File: src/rtl/fetch_pkg.sv
// Shared types and constants for the instruction fetch controller.
package fetch_pkg;

    localparam int INSTR_BYTES = 4;
    localparam int INSTR_W     = 32;

    typedef enum logic [1:0] {
        ST_IDLE  = 2'd0,
        ST_REQ   = 2'd1,
        ST_WRITE = 2'd2
    } fetch_state_e;

endpackage : fetch_pkg

File: src/rtl/fetch_pc.sv
// Program counter register: word-aligned redirect load and +INSTR_BYTES advance.
module fetch_pc
    import fetch_pkg::*;
#(
    parameter int                ADDR_W   = 32,
    parameter logic [ADDR_W-1:0] RESET_PC = '0
) (
    input  logic              clk,
    input  logic              reset,
    input  logic              load_en,
    input  logic              inc_en,
    input  logic [ADDR_W-1:0] load_addr,
    output logic [ADDR_W-1:0] pc
);

    logic [ADDR_W-1:0] pc_d;
    logic [ADDR_W-1:0] pc_q;

    // Load wins over increment; the FSM never asserts both in one cycle.
    always_comb begin
        pc_d = pc_q;
        if (load_en) begin
            pc_d = load_addr & ~ADDR_W'(INSTR_BYTES - 1);
        end else if (inc_en) begin
            pc_d = pc_q + ADDR_W'(INSTR_BYTES);
        end
    end

    // NOTE: state flops use non-blocking assignments so every flop samples pre-edge values.
    always_ff @(posedge clk or negedge reset) begin
        if (!reset) begin
            pc_q <= RESET_PC;
        end else begin
            pc_q <= pc_d;
        end
    end

    assign pc = pc_q;

endmodule : fetch_pc

File: src/rtl/instruction_fetch.sv
// Fetch controller: IDLE -> REQ -> WRITE, driving the instruction register.
// Optional REQ timeout with fetch_err pulse is enabled by defining FETCH_TIMEOUT_EN.
module instruction_fetch
    import fetch_pkg::*;
#(
    parameter int                ADDR_W   = 32,
    parameter logic [ADDR_W-1:0] RESET_PC = '0,
    parameter int                TIMEOUT  = 15
) (
    input  logic               clk,
    input  logic               reset,
    input  logic               fetch_start,
    input  logic               pc_load,
    input  logic [ADDR_W-1:0]  pc_in,
    output logic               mem_req,
    output logic [ADDR_W-1:0]  mem_addr,
    input  logic               mem_ready,
    input  logic [INSTR_W-1:0] mem_rdata,
    output logic [INSTR_W-1:0] instr_out,
    output logic               IRWRITE,
    output logic [ADDR_W-1:0]  pc,
    output logic               busy,
    output logic               fetch_err
);

    if (RESET_PC[1:0] != 2'b00 || TIMEOUT < 1) begin : g_param_check
        $error("instruction_fetch: RESET_PC must be word aligned and TIMEOUT >= 1");
    end

    fetch_state_e       state_d, state_q;
    logic               mem_req_d, mem_req_q;
    logic               irwrite_d, irwrite_q;
    logic               busy_d, busy_q;
    logic [INSTR_W-1:0] instr_d, instr_q;
    logic               pc_load_en;
    logic               pc_inc_en;

`ifdef FETCH_TIMEOUT_EN
    localparam int CNT_W = $clog2(TIMEOUT + 1);
    logic [CNT_W-1:0] cnt_d, cnt_q;
    logic             err_d, err_q;
`endif

    fetch_pc #(
        .ADDR_W  (ADDR_W),
        .RESET_PC(RESET_PC)
    ) u_fetch_pc (
        .clk      (clk),
        .reset    (reset),
        .load_en  (pc_load_en),
        .inc_en   (pc_inc_en),
        .load_addr(pc_in),
        .pc       (pc)
    );

    // Outputs are computed for the next state and registered with it.
    always_comb begin
        // NOTE: every signal gets a default first so no path can infer a latch.
        state_d    = state_q;
        mem_req_d  = 1'b0;
        irwrite_d  = 1'b0;
        busy_d     = 1'b1;
        instr_d    = instr_q;
        pc_load_en = 1'b0;
        pc_inc_en  = 1'b0;
`ifdef FETCH_TIMEOUT_EN
        cnt_d      = cnt_q;
        err_d      = 1'b0;
`endif
        case (state_q)
            ST_IDLE: begin
                busy_d     = 1'b0;
                pc_load_en = pc_load;
                if (fetch_start) begin
                    state_d   = ST_REQ;
                    mem_req_d = 1'b1;
                    busy_d    = 1'b1;
`ifdef FETCH_TIMEOUT_EN
                    cnt_d     = '0;
`endif
                end
            end
            ST_REQ: begin
                if (mem_ready) begin
                    instr_d   = mem_rdata;
                    state_d   = ST_WRITE;
                    irwrite_d = 1'b1;
                end else begin
                    mem_req_d = 1'b1;
`ifdef FETCH_TIMEOUT_EN
                    cnt_d = cnt_q + CNT_W'(1);
                    // This is the TIMEOUT-th REQ cycle without data: give up.
                    if (cnt_q == CNT_W'(TIMEOUT - 1)) begin
                        state_d   = ST_IDLE;
                        mem_req_d = 1'b0;
                        busy_d    = 1'b0;
                        err_d     = 1'b1;
                    end
`endif
                end
            end
            ST_WRITE: begin
                pc_inc_en = 1'b1;
                state_d   = ST_IDLE;
                busy_d    = 1'b0;
            end
            default: begin
                state_d = ST_IDLE;
                busy_d  = 1'b0;
            end
        endcase
    end

    always_ff @(posedge clk or negedge reset) begin
        if (!reset) begin
            state_q   <= ST_IDLE;
            mem_req_q <= 1'b0;
            irwrite_q <= 1'b0;
            busy_q    <= 1'b0;
            instr_q   <= '0;
`ifdef FETCH_TIMEOUT_EN
            cnt_q     <= '0;
            err_q     <= 1'b0;
`endif
        end else begin
            state_q   <= state_d;
            mem_req_q <= mem_req_d;
            irwrite_q <= irwrite_d;
            busy_q    <= busy_d;
            instr_q   <= instr_d;
`ifdef FETCH_TIMEOUT_EN
            cnt_q     <= cnt_d;
            err_q     <= err_d;
`endif
        end
    end

    assign mem_req   = mem_req_q;
    assign mem_addr  = pc;
    assign IRWRITE   = irwrite_q;
    assign busy      = busy_q;
    assign instr_out = instr_q;
`ifdef FETCH_TIMEOUT_EN
    assign fetch_err = err_q;
`else
    assign fetch_err = 1'b0;
`endif

endmodule : instruction_fetch

File: config.mk
export PLATFORM = sky130hd
export DESIGN_NAME = instruction_fetch
export DESIGN_NICKNAME = d
export VERILOG_FILES = /design/src/rtl/fetch_pkg.sv /design/src/rtl/fetch_pc.sv /design/src/rtl/instruction_fetch.sv
export SDC_FILE = /design/constraint.sdc
export NUM_CORES = 1
export LEC_CHECK = 0
export BUFFER_PORTS_ARGS = -buffer_cell sky130_fd_sc_hd__buf_4
export CORE_ASPECT_RATIO = 0.8
export CORE_UTILIZATION = 50
export DETAILED_ROUTE_END_ITERATION = 6
export PLACE_DENSITY = 0.87
export SYNTH_ARGS = -nofsm -noshare
export SYNTH_HDL_FRONTEND = slang
export SYNTH_SLANG_ARGS = --single-unit
File: constraint.sdc
create_clock -name clk -period 5.6 [get_ports clk]
set_input_delay 0.28 -clock clk [delete_from_list [all_inputs] [get_ports clk]]
set_output_delay 0.28 -clock clk [all_outputs]
set_load 0.03 [all_outputs]
==> reports/results.tsv <==
metric	value	unit
outcome	completed	
r2r_end	u_fetch_pc.pc[31]	
tns	0	ps
synthesis.area	3553	µm²
critPathArrivalTime	3170	ps
num_rows	27	
rsz0062_at_grt	false	
antenna_found_initial	0	
startpoint_type	flip-flop	
die_x	96.25	µm
gr-total-overflow	0	
final.min_clock_period	2956	ps
cts_buffers	9	
ys_warn_count	0	
r2r_cells	4	
dieArea	7450	µm²
rrSetupSlack	2640	ps
start_util	0.5156	
finalSetupViolCount	0	
port_buffers	161	
synthArstFlopShare	1.000	
min_period_over_period	0.5279	
synthTopCellsByCount	119 x nand2_1, 67 x dfrtp_1, 37 x buf_4, 29 x nor2_1, 27 x a21oi_1	
worst_pin_slew	1127	ps
cp_data_required_time	5820	ps
synth-simple-area-share	0.2813	
post_cts_buffers	0	
synth_mux_area_frac	0.005634	
routed_via_density	5.408	
hold_class	in2async	
ctsResizeCount	0	
final_nets	615	
synth.avg_cell_area	8.400	µm²
layout-drive-gt1-share	0.3436	
netlist_instances	423	
ys_types	45	
nFillCells	567	
drv_slew	0	
htree_levels	3	
ir_drop	0.3231	mV
diodes	0	
hold_violations	0	
cap_violations	0	
ant_nets	0	
dpl.hpwl	6.649	mm
max_freq	0.3383	GHz
synth.most_common_cell	nand2_1	
seq_area_frac_synth	0.4718	
final_area	4758	µm²
cts_sinks	67	
synth_top_flop_cell	dfrtp_1	
clockRootBuffer	clkbuf_8	
fp.dieH	77.40	µm
drc	0	
wl	9.472	mm
grt_pass1_vias	3186	
grt_pass1_wl	14.65	mm
vias	3445	
gp_congestion	0.8249	
ios	169	
worstPathMaxFanout	37	
cts_hold_buf	0	
post_dp_cell_area	4549	µm²
firstDrtPassIters	4	
synth-xor-area-share	0.002465	
critPathCaptureType	flip-flop	
synth_top_area_cell	dfrtp_1	
multiInputGateArea	1514	µm²
leakagePower	2.385	nW
avgRoutedWirePerCell	14.87	µm
slew_headroom	0.2488	
synth_top_area_share	0.4718	
power.density	650.0	nW/µm²
clk_path_buf_depth	2	
ys_ff_latch	67	
synth_compound_area_frac	0.1278	
coreArea	6892	µm²
grt_usage	0.2562	
synth_edf_count	0	
r2r_start	state_q[1]	
seq_area	1677	µm²
drtIter0Drc	169	
crit_type	reg2reg	
clk_pin_slew	80	ps
cts_tree	built	
yosys-top-cells-area	dfrtp_1 47%, nand2_1 13%, buf_4 7.8%	
area_growth_syn_to_layout	33.91	%
clk_latency	340	ps
fin_skew	10.09	ps
synth_top_family_by_area	simple AND/OR/NAND/NOR gates	
grt_max_degree	68	
synth_fa_ha_area_frac	0.003521	
-- power breakdown --
part           switching, mW  leakage (nW)  total, mW  internal [mW]
Sequential             0.275         0.802      0.976          0.701
Clock                  0.198        0.0995      0.420          0.222
Combinational           1.09          1.48       1.70          0.611
Total                   1.56          2.39       3.09           1.53
-- worst max-delay path, stage by stage, from the launching register on --
cell and delay (ps):
dfrtp_1 1090, o21bai_1 600, nor2_1 770, and4_1 320
nor3_2 50
-- area by class of cell --
class,count,share of cell area
inverter,7,0.005522
clock buffer,10,0.02892
clock inverter,6,0.01499
multi-input combinational,297,0.3182
tap,87,0.02288
sequential,67,0.3524
timing repair buffer,163,0.2572
-- cells by family (layout without fill, tap and decap cells) --
family,Yosys count,after routing
other cells,1,5
simple gates,215,215
fa+ha+maj,1,1
flops,67,67
buf+inv,63,186
compound gates,73,73
mux,2,2
xor+xnor,1,1
-- layout by cell type, fill, tap and decap left out, types with 6 or more instances in the layout --
master / count
nor2_1: 29
buf_4: 163
dfrtp_1: 67
clkbuf_8: 10
nor3_1: 8
a21oi_1: 27
nand3_1: 12
a211oi_1: 7
nand4_1: 7
nand2_1: 119
o22ai_1: 10
nand2b_1: 6
and3_1: 7
o21ai_0: 12
inv_1: 7
-- state kept, by name, summed over array words and instances (netlist names) --
register / count
instr_out: 32
u_fetch_pc.pc: 30
state_q: 2
IRWRITE: 1
busy: 1
mem_req: 1
-- routing by layer --
layer	GRT usage	share of wire	up-vias
met4	0.1015	0.015	0
met1	0.3056	0.40	1607
met5	0	0	-
met3	0.09608	0.11	15
li1	-	-	1643
met2	0.4149	0.48	180
-- worst max path at each step --
stage / endpoint / startpoint
final: u_fetch_pc.pc[31] / state_q[1]
after global routing: u_fetch_pc.pc[27] / state_q[1]
after CTS: u_fetch_pc.pc[31] / state_q[1]
after detailed placement: u_fetch_pc.pc[31] / state_q[1]
after global placement: u_fetch_pc.pc[26] / state_q[1]
after floorplan: u_fetch_pc.pc[31] / u_fetch_pc.pc[7]
-- stage by stage --
step | utilization | std cells | setup WS (ps) | total power, mW | hold slack, ps
after floorplan | - | 427 | 3544 | 2.132 | -15.59
after global placement | 0.6601 | 621 | 2760 | 2.635 | 438.1
after detailed placement | 0.6601 | 621 | 2706 | 2.683 | 438.3
after CTS | 0.6905 | 637 | 2713 | 3.108 | 64.82
after global routing | 0.6905 | 637 | 2352 | 3.278 | 99.37
final | 0.6905 | 637 | 2644 | 3.093 | 40.26
Note: power is estimated with default switching activity, not from simulation.
